File: src/rtl/timer_pkg.sv
// timer_pkg: shared types and helpers for the programmable countdown timer.
//   state_t      - controller states (IDLE, RUN, PAUSED, DONE)
//   presc_width  - prescaler counter width for a given divide ratio (min 1 bit)
package timer_pkg;

  typedef enum logic [1:0] {
    IDLE   = 2'd0,
    RUN    = 2'd1,
    PAUSED = 2'd2,
    DONE   = 2'd3
  } state_t;

  function automatic int unsigned presc_width(input int unsigned div);
    return (div <= 2) ? 1 : $clog2(div);
  endfunction

  localparam int unsigned DEFAULT_TICK_DIV = 50_000_000;
  localparam int unsigned DEFAULT_PRESC_W  = presc_width(DEFAULT_TICK_DIV);

endpackage

File: src/rtl/tick_prescaler.sv
// tick_prescaler: counts 0..DIV-1 while enabled and flags the last cycle.
//   clk    - clock, rising edge
//   reset  - asynchronous, active-high; counter to 0
//   enable - advance the counter this cycle (holds otherwise)
//   clear  - synchronous clear to 0, wins over enable
//   tick   - high in the enabled cycle where the counter equals DIV-1
module tick_prescaler
  import timer_pkg::*;
#(
  parameter int unsigned DIV = DEFAULT_TICK_DIV
) (
  input  logic clk,
  input  logic reset,
  input  logic enable,
  input  logic clear,
  output logic tick
);

  localparam int unsigned W = presc_width(DIV);
  localparam logic [W-1:0] LAST = W'(DIV - 1);

  logic [W-1:0] cnt;

  always_ff @(posedge clk or posedge reset) begin
    if (reset) begin
      cnt <= '0;
    end else if (clear) begin
      cnt <= '0;
    end else if (enable) begin
      cnt <= (cnt == LAST) ? '0 : cnt + W'(1);
    end
  end

  assign tick = enable && (cnt == LAST);

endmodule

File: src/rtl/prog_countdown_timer.sv
// prog_countdown_timer: loadable countdown timer with pause and auto-reload.
//   clk, reset   - clock (rising edge) and asynchronous active-high reset
//   load         - copy load_value into count and reload register, go IDLE
//   load_value   - value captured on load
//   start        - begin/resume counting from IDLE or PAUSED
//   pause        - while high, freeze count and prescaler (RUN -> PAUSED)
//   auto_reload  - on expiry: 1 = reload and keep running, 0 = stop in DONE
//   count        - remaining count (registered)
//   running      - high in RUN
//   expired      - one-cycle pulse the cycle after the count reaches 0
//   done         - high in DONE
module prog_countdown_timer
  import timer_pkg::*;
#(
  parameter int unsigned WIDTH      = 7,
  parameter int unsigned INIT_COUNT = 9,
  parameter int unsigned TICK_DIV   = 50_000_000
) (
  input  logic             clk,
  input  logic             reset,
  input  logic             load,
  input  logic [WIDTH-1:0] load_value,
  input  logic             start,
  input  logic             pause,
  input  logic             auto_reload,
  output logic [WIDTH-1:0] count,
  output logic             running,
  output logic             expired,
  output logic             done
);

  localparam logic [WIDTH-1:0] INIT = WIDTH'(INIT_COUNT);
  localparam logic [WIDTH-1:0] ONE  = WIDTH'(1);

  state_t           state, state_nx;
  logic [WIDTH-1:0] count_nx;
  logic [WIDTH-1:0] reload, reload_nx;
  logic             expired_nx;
  logic             pause_eff;
  logic             presc_en, presc_clr, tick;

  // load beats start beats pause; start in RUN is a no-op that still masks pause.
  assign pause_eff = pause && !start && !load;
  assign presc_en  = (state == RUN) && !load && !pause_eff;
  assign presc_clr = load || (state == IDLE) || (state == DONE);

  tick_prescaler #(.DIV(TICK_DIV)) u_presc (
    .clk    (clk),
    .reset  (reset),
    .enable (presc_en),
    .clear  (presc_clr),
    .tick   (tick)
  );

  always_ff @(posedge clk or posedge reset) begin
    if (reset) begin
      state   <= IDLE;
      count   <= INIT;
      reload  <= INIT;
      expired <= 1'b0;
    end else begin
      state   <= state_nx;
      count   <= count_nx;
      reload  <= reload_nx;
      expired <= expired_nx;
    end
  end

  always_comb begin
    state_nx   = state;
    count_nx   = count;
    reload_nx  = reload;
    expired_nx = 1'b0;
    if (load) begin
      count_nx  = load_value;
      reload_nx = load_value;
      state_nx  = IDLE;
    end else begin
      case (state)
        IDLE, PAUSED: begin
          if (start) begin
            if (count == '0) begin
              // Starting on zero expires at once; a zero reload cannot restart.
              expired_nx = 1'b1;
              state_nx   = (auto_reload && reload != '0) ? RUN : DONE;
            end else begin
              state_nx = RUN;
            end
          end
        end
        RUN: begin
          if (count == '0) begin
            // Zero in RUN only follows an auto-reload expiry: refill in this
            // single cycle while the prescaler keeps its phase.
            if (reload == '0) begin
              state_nx = DONE;
            end else begin
              count_nx = reload;
              if (pause_eff) state_nx = PAUSED;
            end
          end else if (pause_eff) begin
            state_nx = PAUSED;
          end else if (tick) begin
            if (count == ONE) begin
              count_nx   = '0;
              expired_nx = 1'b1;
              if (!auto_reload || reload == '0) state_nx = DONE;
            end else begin
              count_nx = count - ONE;
            end
          end
        end
        DONE: ;
        default: state_nx = IDLE;
      endcase
    end
  end

  assign running = (state == RUN);
  assign done    = (state == DONE);

endmodule

File: config.mk
export PLATFORM = sky130hd
export DESIGN_NAME = prog_countdown_timer
export DESIGN_NICKNAME = d
export VERILOG_FILES = /design/src/rtl/timer_pkg.sv /design/src/rtl/tick_prescaler.sv /design/src/rtl/prog_countdown_timer.sv
export SDC_FILE = /design/constraint.sdc
export NUM_CORES = 1
export LEC_CHECK = 0
export BUFFER_PORTS_ARGS = -buffer_cell sky130_fd_sc_hd__buf_2
export CAP_MARGIN = 15
export CORE_MARGIN = 3
export CORE_UTILIZATION = 53
export DETAILED_ROUTE_END_ITERATION = 7
export PLACE_DENSITY = 0.73
export SLEW_MARGIN = 0
export SYNTH_ARGS = -nofsm -noshare
export SYNTH_HDL_FRONTEND = slang
export SYNTH_SLANG_ARGS = --single-unit
File: constraint.sdc
create_clock -name clk -period 2.45 [get_ports clk]
set_clock_uncertainty 0.15 [all_clocks]
set_input_delay 0.6125 -clock clk [delete_from_list [all_inputs] [get_ports clk]]
set_output_delay 0.6125 -clock clk [all_outputs]
set_load 0.02 [all_outputs]
==> results of run 1 <==
[final cells by class]
class | instances | share of cell area (%)
inverters | 14 | 1.75
repair buffers | 48 | 10.8
clock buffers | 7 | 2.88
multi-input cells | 207 | 46.2
flip-flops and latches | 43 | 36.0
clock inverters | 1 | 0.167
well taps | 52 | 2.17
[layer usage]
metal | vias to the layer above | global-route usage, % | routed length (um)
li1 | 1084 | - | -
met1 | 1080 | 28.0 | 2580
met2 | 54 | 38.2 | 3020
met3 | 7 | 4.49 | 208
met4 | 0 | 6.80 | 65
met5 | - | 0 | 0
[Yosys cell counts (4+ instances only)]
library cell  instances  area [sq um]
nor4_1               14          87.6
nand2_1              21          78.8
nand3_1               7          35.0
dfrtp_1              39           976
nand4_1               7          43.8
mux2_2                5          56.3
clkbuf_1              6          22.5
dfstp_2               4           105
and3_1                4          25.0
nand2b_1              4          25.0
nor2_1               30           113
nor2b_1               4          25.0
xnor2_1              21           184
o21ai_0               9          45.0
or3_1                 6          37.5
a211oi_1              4          30.0
a21oi_1               6          30.0
nor3_1                6          30.0
and4_1                4          35.0
inv_1                13          48.8
and2_1                5          31.3
[through the flow]
| step | util [%] | std cells | hold slack, ps | power [mW] |
|---|---|---|---|---|
| final | 66.7 | 372 | 174 | 1.79 |
| after global routing | 66.7 | 372 | 189 | 1.89 |
| after CTS | 65.5 | 369 | 188 | 1.79 |
| after detailed placement | 63.4 | 361 | 352 | 1.31 |
| after global placement | 63.4 | 361 | 342 | 1.30 |
| after floorplan | - | 275 | 318 | 1.16 |
[what timing repair did]
| item | in CTS | in global routing |
|---|---|---|
| resized for setup | 1 | 8 |
| buffers inserted | 0 | 3 |
| pin swaps | 0 | 2 |
| setup endpoints to repair | 1 | 8 |
[sequential cells by signal (all words and copies together) (netlist names)]
name and cells:
count 7, u_presc.cnt 26, reload 7, expired 1, state 2
[path summary, 6_finish.rpt]
check	start	to	cells past startpoint
worst min-delay path	reset	reload[5]$_DFFE_PP0P_	3
worst max-delay path	u_presc.cnt[0]$_DFFE_PP0P_	u_presc.cnt[22]$_DFFE_PP0P_	6
max in group asynchronous	reset	reload[0]$_DFFE_PP1P_	3
worst max register to register	u_presc.cnt[0]$_DFFE_PP0P_	u_presc.cnt[22]$_DFFE_PP0P_	6
min in group clk	reload[0]$_DFFE_PP1P_	reload[0]$_DFFE_PP1P_	2
worst min register to register	reload[0]$_DFFE_PP1P_	reload[0]$_DFFE_PP1P_	2
[tightest hold or removal path, delay by kind of cell]
kind	cells	cell delay (ps)
buffers and inverters	3	380
[logic make-up (layout without fill, tap and decap cells)]
group,count (synthesis),count (layout),share of synthesized area [%]
AND/OR/NAND/NOR,131,131,28.9
AO/OA/AOI/OAI,44,44,12.6
flip-flops,43,43,42.4
buffers and inverters,25,70,4.22
XOR/XNOR,24,24,8.24
multiplexers,5,5,2.21
adder cells (fa/ha/maj),3,3,1.47
[report_power, final]
part           switching, mW  leakage, nW  internal [mW]
Clock                  0.245       0.0482          0.228
Combinational          0.286        0.593          0.209
Sequential            0.0599        0.563          0.763
Total                  0.592         1.20           1.20
==> key figures, run 1 <==
Job
  • Max-cap violations: 0

Clock tree
  • Clk_lat worst skew: roughly 300 ps
  • Clk sinks: 43
  • # H-tree levels: 2
  • CTS tree: done
  • Clk pin slew, worst setup/hold paths: 80 ps
  • Clock root buffer: clkbuf_8
  • # hold bufs at CTS: 0
  • Max clock buf depth: 2
  • Inserted Clock Buffers: 5

Global routing
  • First-pass GRT wire length: 9.62 mm
  • GRT overflow: 0
  • Number of global-route vias before repair: between 2000 and 2500
  • Largest net degree at the start of global routing: between 40 and 50
  • Initial antenna violation count: 0
  • Tot GR Track Use: between 20% and 30%

Final layout
  • Ant diodes: 0
  • Final #Nets: approximately 340
  • P&R area growth vs syn: 17.8%
  • Commonest non-fill, non-tap cell in the layout: dfrtp_1
  • FF/Latch Area: about 1100 sq um
  • Footprint of the multi-input gates: around 1400 sq um
  • Share of post-route cells with drive strength above 1: roughly a quarter
  • Commonest non-fill, non-tap cells in the layout: dfrtp_1 (39), nor2_1 (30), buf_4 (23)
  • Final instance area: between 3000 and 4000 sq um
  • Fillers: 391

Critical path
  • Reg2reg setup slack: 130 ps
  • CP endpoint kind: flip-flop
  • Kind of critical path: flip-flop to flip-flop
  • Crit path cell chain: ha_1, nand3_1, a2111o_1, or3_4, or3_1, a21oi_1
  • CP peak stage delay: around 450 ps
  • Max Fanout on Critical Path: 4
  • CP required: 2530 ps
  • Critical path startpoint category: flip-flop
  • Arrival time worst endpoint: 2400 ps
  • Worst-path cell with the longest stage delay: a2111o_1
  • Buf+Inv Stages, Crit Path: 0
  • CP top delay family: simple AND/OR/NAND/NOR gates

Place
  • Place WS: between 15 and 20 ps
  • Post-DP HPWL: 4.21 mm
  • Port-buffer cells: 22
  • Placer Congestion: between 0.8 and 0.9
  • DP Area: between 2000 and 3000 sq um

Timing
  • Setup slack after layout: roughly 130 ps
  • Fin crit share: a little over nine tenths
  • Final Max Slew Viols: 0
  • Fin. Hold Viols: 0
  • Max frequency: approximately 430 MHz
  • Final setup viols: 0
  • Setup TNS: 0 ps
  • Max_slew headroom: 71.8%
  • RSZ-0062 raised after global routing: false
  • Post-layout min period: 2320 ps
  • Worst Tran Pin Value: around 420 ps

Power and ir drop
  • Pwr Density: roughly 600 nW/um^2
  • Lkg Pwr: between 1 and 1.5 nW
  • Maximum vdd drop: 0.388 mV

Logic synthesis
  • Total number of yosys warnings: 0
  • Async set-or-reset flop fraction in the synthesized netlist: 100%
  • Mapped Cells: about 280
  • Prevailing post-synth register cell: dfrtp_1
  • Cell variety after synth: slightly below 60
  • Post-Syn Nets: approximately 290
  • Number of flops mapped to enable cells by yosys: 0
  • Synthesized area per cell: ~9.3 sq um
  • Mapped Area: 2550 sq um
  • Post-synthesis register bit count: 43
  • Sequential share of the synthesized area: a little over two fifths

Floorplan
  • I/O pin count: 23
  • Num rows: 24
  • Core area: approximately 4500 sq um
  • Die X: 75.4 um
  • Die area: between 5000 and 6000 sq um
  • Die Ht: 75.4 um
  • Starting Density: 56.6%

Route
  • Initial DRC count: 114
  • Wirelength per Cell: approximately 16 um
  • First-pass iteration count of the detailed router: 5
  • Total Routed Length: just under 6 mm
  • DR vias: between 2000 and 2500
  • Post-route DRC: 0
  • Post-DRT Antenna Nets: 0
  • Average vias per placed instance: 5.98

Hold path
  • Hold Crit Class: input pin to asynchronous set/reset pin

Status
  • Outcome: finished, final reports clean
Note: power is estimated with default switching activity, not from simulation.
==> run 2: changes to the inputs <==
--- a/config.mk
+++ b/config.mk
@@ -5,12 +5,14 @@
 export SDC_FILE = /design/constraint.sdc
 export NUM_CORES = 1
 export LEC_CHECK = 0
+export ABC_AREA = 1
 export BUFFER_PORTS_ARGS = -buffer_cell sky130_fd_sc_hd__buf_2
-export CAP_MARGIN = 15
+export CAP_MARGIN = 25
 export CORE_MARGIN = 3
-export CORE_UTILIZATION = 53
+export CORE_UTILIZATION = 54
+export CTS_CLUSTER_SIZE = 40
 export DETAILED_ROUTE_END_ITERATION = 7
-export PLACE_DENSITY = 0.73
+export PLACE_DENSITY = 0.74
 export SLEW_MARGIN = 0
 export SYNTH_ARGS = -nofsm -noshare
 export SYNTH_HDL_FRONTEND = slang
==> key figures, run 2 <==
Status
  • Outcome: finished, final reports clean

Final layout
  • Commonest non-fill, non-tap cell in the layout: nand2_1
  • Fillers: 456
  • Ant diodes: 0
  • Commonest non-fill, non-tap cells in the layout: nand2_1 (128), nor2_1 (60), inv_1 (45)
  • P&R area growth vs syn: 11.1%
  • Largest register FFs: 26
  • Biggest register: u_presc.cnt
  • FF/Latch Area: about 1100 sq um
  • Final #Nets: approximately 450
  • Footprint of the multi-input gates: ~1500 sq um
  • Share of post-route cells with drive strength above 1: between 10 and 15%
  • Final instance area: slightly above 3000 sq um
  • Biggest regs: u_presc.cnt x26, count x7, reload x7

Timing
  • Fin. Hold Viols: 0
  • RSZ-0062 raised after global routing: false
  • Final setup viols: 0
  • Fin crit share: 86.7%
  • Final Max Slew Viols: 0
  • Max_slew headroom: just under 70%
  • Post-layout min period: 2120 ps
  • Worst Tran Pin Value: between 400 and 500 ps
  • Setup TNS: 0 ps
  • Max frequency: between 400 and 500 MHz

Route
  • Total Routed Length: about 6.3 mm
  • Post-route DRC: 0
  • Initial DRC count: 201
  • DR vias: roughly 2600
  • Average vias per placed instance: a little over 5
  • Wirelength per Cell: roughly 13 um
  • Post-DRT Antenna Nets: 0
  • First-pass iteration count of the detailed router: 4

Clock tree
  • Clock root buffer: clkbuf_8
  • Max clock buf depth: 2
  • Clk_lat worst skew: approximately 300 ps
  • Inserted Clock Buffers: 5
  • Post-CTS Resized: 0
  • # hold bufs at CTS: 0
  • CTS tree: done
  • Clk pin slew, worst setup/hold paths: 80 ps
  • # H-tree levels: 2
  • Setup bufs post-CTS: 0
  • Clk sinks: 43

Power and ir drop
  • Lkg Pwr: approximately 1.5 nW
  • Maximum vdd drop: about 0.6 mV
  • Pwr Total: around 2.4 mW
  • Pwr Density: around 780 nW/um^2

Logic synthesis
  • Commonest cells in the netlist: nand2_1 (128), nor2_1 (60), inv_1 (46)
  • Prevailing post-synth register cell: dfrtp_1
  • Synthesized area per cell: 6.84 sq um
  • Top-count cell post-synth: nand2_1
  • Post-Syn Nets: between 400 and 500
  • Leading area contributor after synthesis: dfrtp_1
  • Number of flops mapped to enable cells by yosys: 0
  • Sequential share of the synthesized area: around two fifths
  • Cell variety after synth: 33
  • Mapped Area: around 2800 sq um
  • Total number of yosys warnings: 0
  • Async set-or-reset flop fraction in the synthesized netlist: 100%
  • Post-synthesis register bit count: 43
  • Yosys top cell area share: between 30% and 40%
  • Mapped Cells: just over 400
  • Synth top area cells: dfrtp_1 (35%), nand2_1 (17%), nor2_1 (8.2%)

Place
  • Post-DP HPWL: around 4.9 mm
  • Port-buffer cells: 22
  • Placer Congestion: ~0.90
  • DP Area: 2940 sq um

Critical path
  • Reg2reg setup slack: 330 ps
  • Arrival time worst endpoint: around 2200 ps
  • CP endpoint kind: flip-flop
  • CP required: around 2600 ps
  • Critical path startpoint category: flip-flop
  • Kind of critical path: flip-flop to flip-flop
  • Max Fanout on Critical Path: 8

Global routing
  • Tot GR Track Use: roughly a quarter
  • First-pass GRT wire length: between 10 and 15 mm
  • Number of global-route vias before repair: approximately 2600
  • Largest net degree at the start of global routing: 25
  • Initial antenna violation count: 0
  • GRT overflow: 0

Floorplan
  • Starting Density: 57.2%
  • Die area: about 6000 sq um
  • Num rows: 25
  • I/O pin count: 23
  • Core area: 4820 sq um
  • Die Ht: between 70 and 80 um
  • Die X: approximately 77 um

Hold path
  • Hold Crit Class: input pin to asynchronous set/reset pin

Job
  • Max-cap violations: 0
==> run 2: per-layer routing <==
metal  global-route usage (%)  part of all wire (%)
met1                     27.5                    45
met2                     41.8                    50
met3                     4.29                   3.5
met4                     8.54                   2.1
met5                        0                     0
==> run 2: per-stage QoR <==
stage	std cells	setup slack [ps]	hold slack, ps	utilization, %
6_report	499	326	115	63.6
5_1_grt	499	167	119	63.6
4_1_cts	499	338	121	63.6
3_5_place_dp	491	220	329	61.1
3_3_place_gp	491	304	324	61.1
2_1_floorplan	403	523	309	-
==> run 2: worst max-delay path: stages (launching register included) <==
cell,delay (ps)
dfstp_2,570
inv_1,80
ha_1,240
nand2_1,160
nor2_4,80
inv_1,180
nand3_1,220
o21ai_0,230
nand3_1,90
nand2_1,70
==> run 2: layout make-up <==
type	instances	area share (%)
clock buffer	6	2.70
clock inverter	2	1.14
inverter	50	6.13
multi-input combinational	306	47.7
sequential	43	35.3
tap	67	2.74
timing repair buffer	25	4.33
==> run 2: kinds of logic after synthesis <==
logic type               Yosys count  share of synthesized area (%)
XOR/XNOR                           7                           2.23
AO/OA/AOI/OAI                     34                           6.59
buffers and inverters             54                           7.81
adder cells (fa/ha/maj)            3                           1.36
AND/OR/NAND/NOR                  262                           42.8
flip-flops                        43                           39.2
==> run 2: final timing paths <==
check / to / start / depth (start not counted)
setup / recovery: count[0]$_DFFE_PP1P_ / count[0]$_DFFE_PP1P_ / 9
hold reg to reg: reload[0]$_DFFE_PP1P_ / reload[0]$_DFFE_PP1P_ / 2
max in group asynchronous: u_presc.cnt[18]$_DFFE_PP0P_ / reset / 3
hold / removal: count[1]$_DFFE_PP0P_ / reset / 2
setup reg to reg: count[0]$_DFFE_PP1P_ / count[0]$_DFFE_PP1P_ / 9
min in group clk: reload[0]$_DFFE_PP1P_ / reload[0]$_DFFE_PP1P_ / 2
==> run 2: power by group <==
| group | switching (mW) | internal [mW] |
|---|---|---|
| clock network | 0.253 | 0.330 |
| registers | 0.0954 | 0.806 |
| logic | 0.619 | 0.291 |
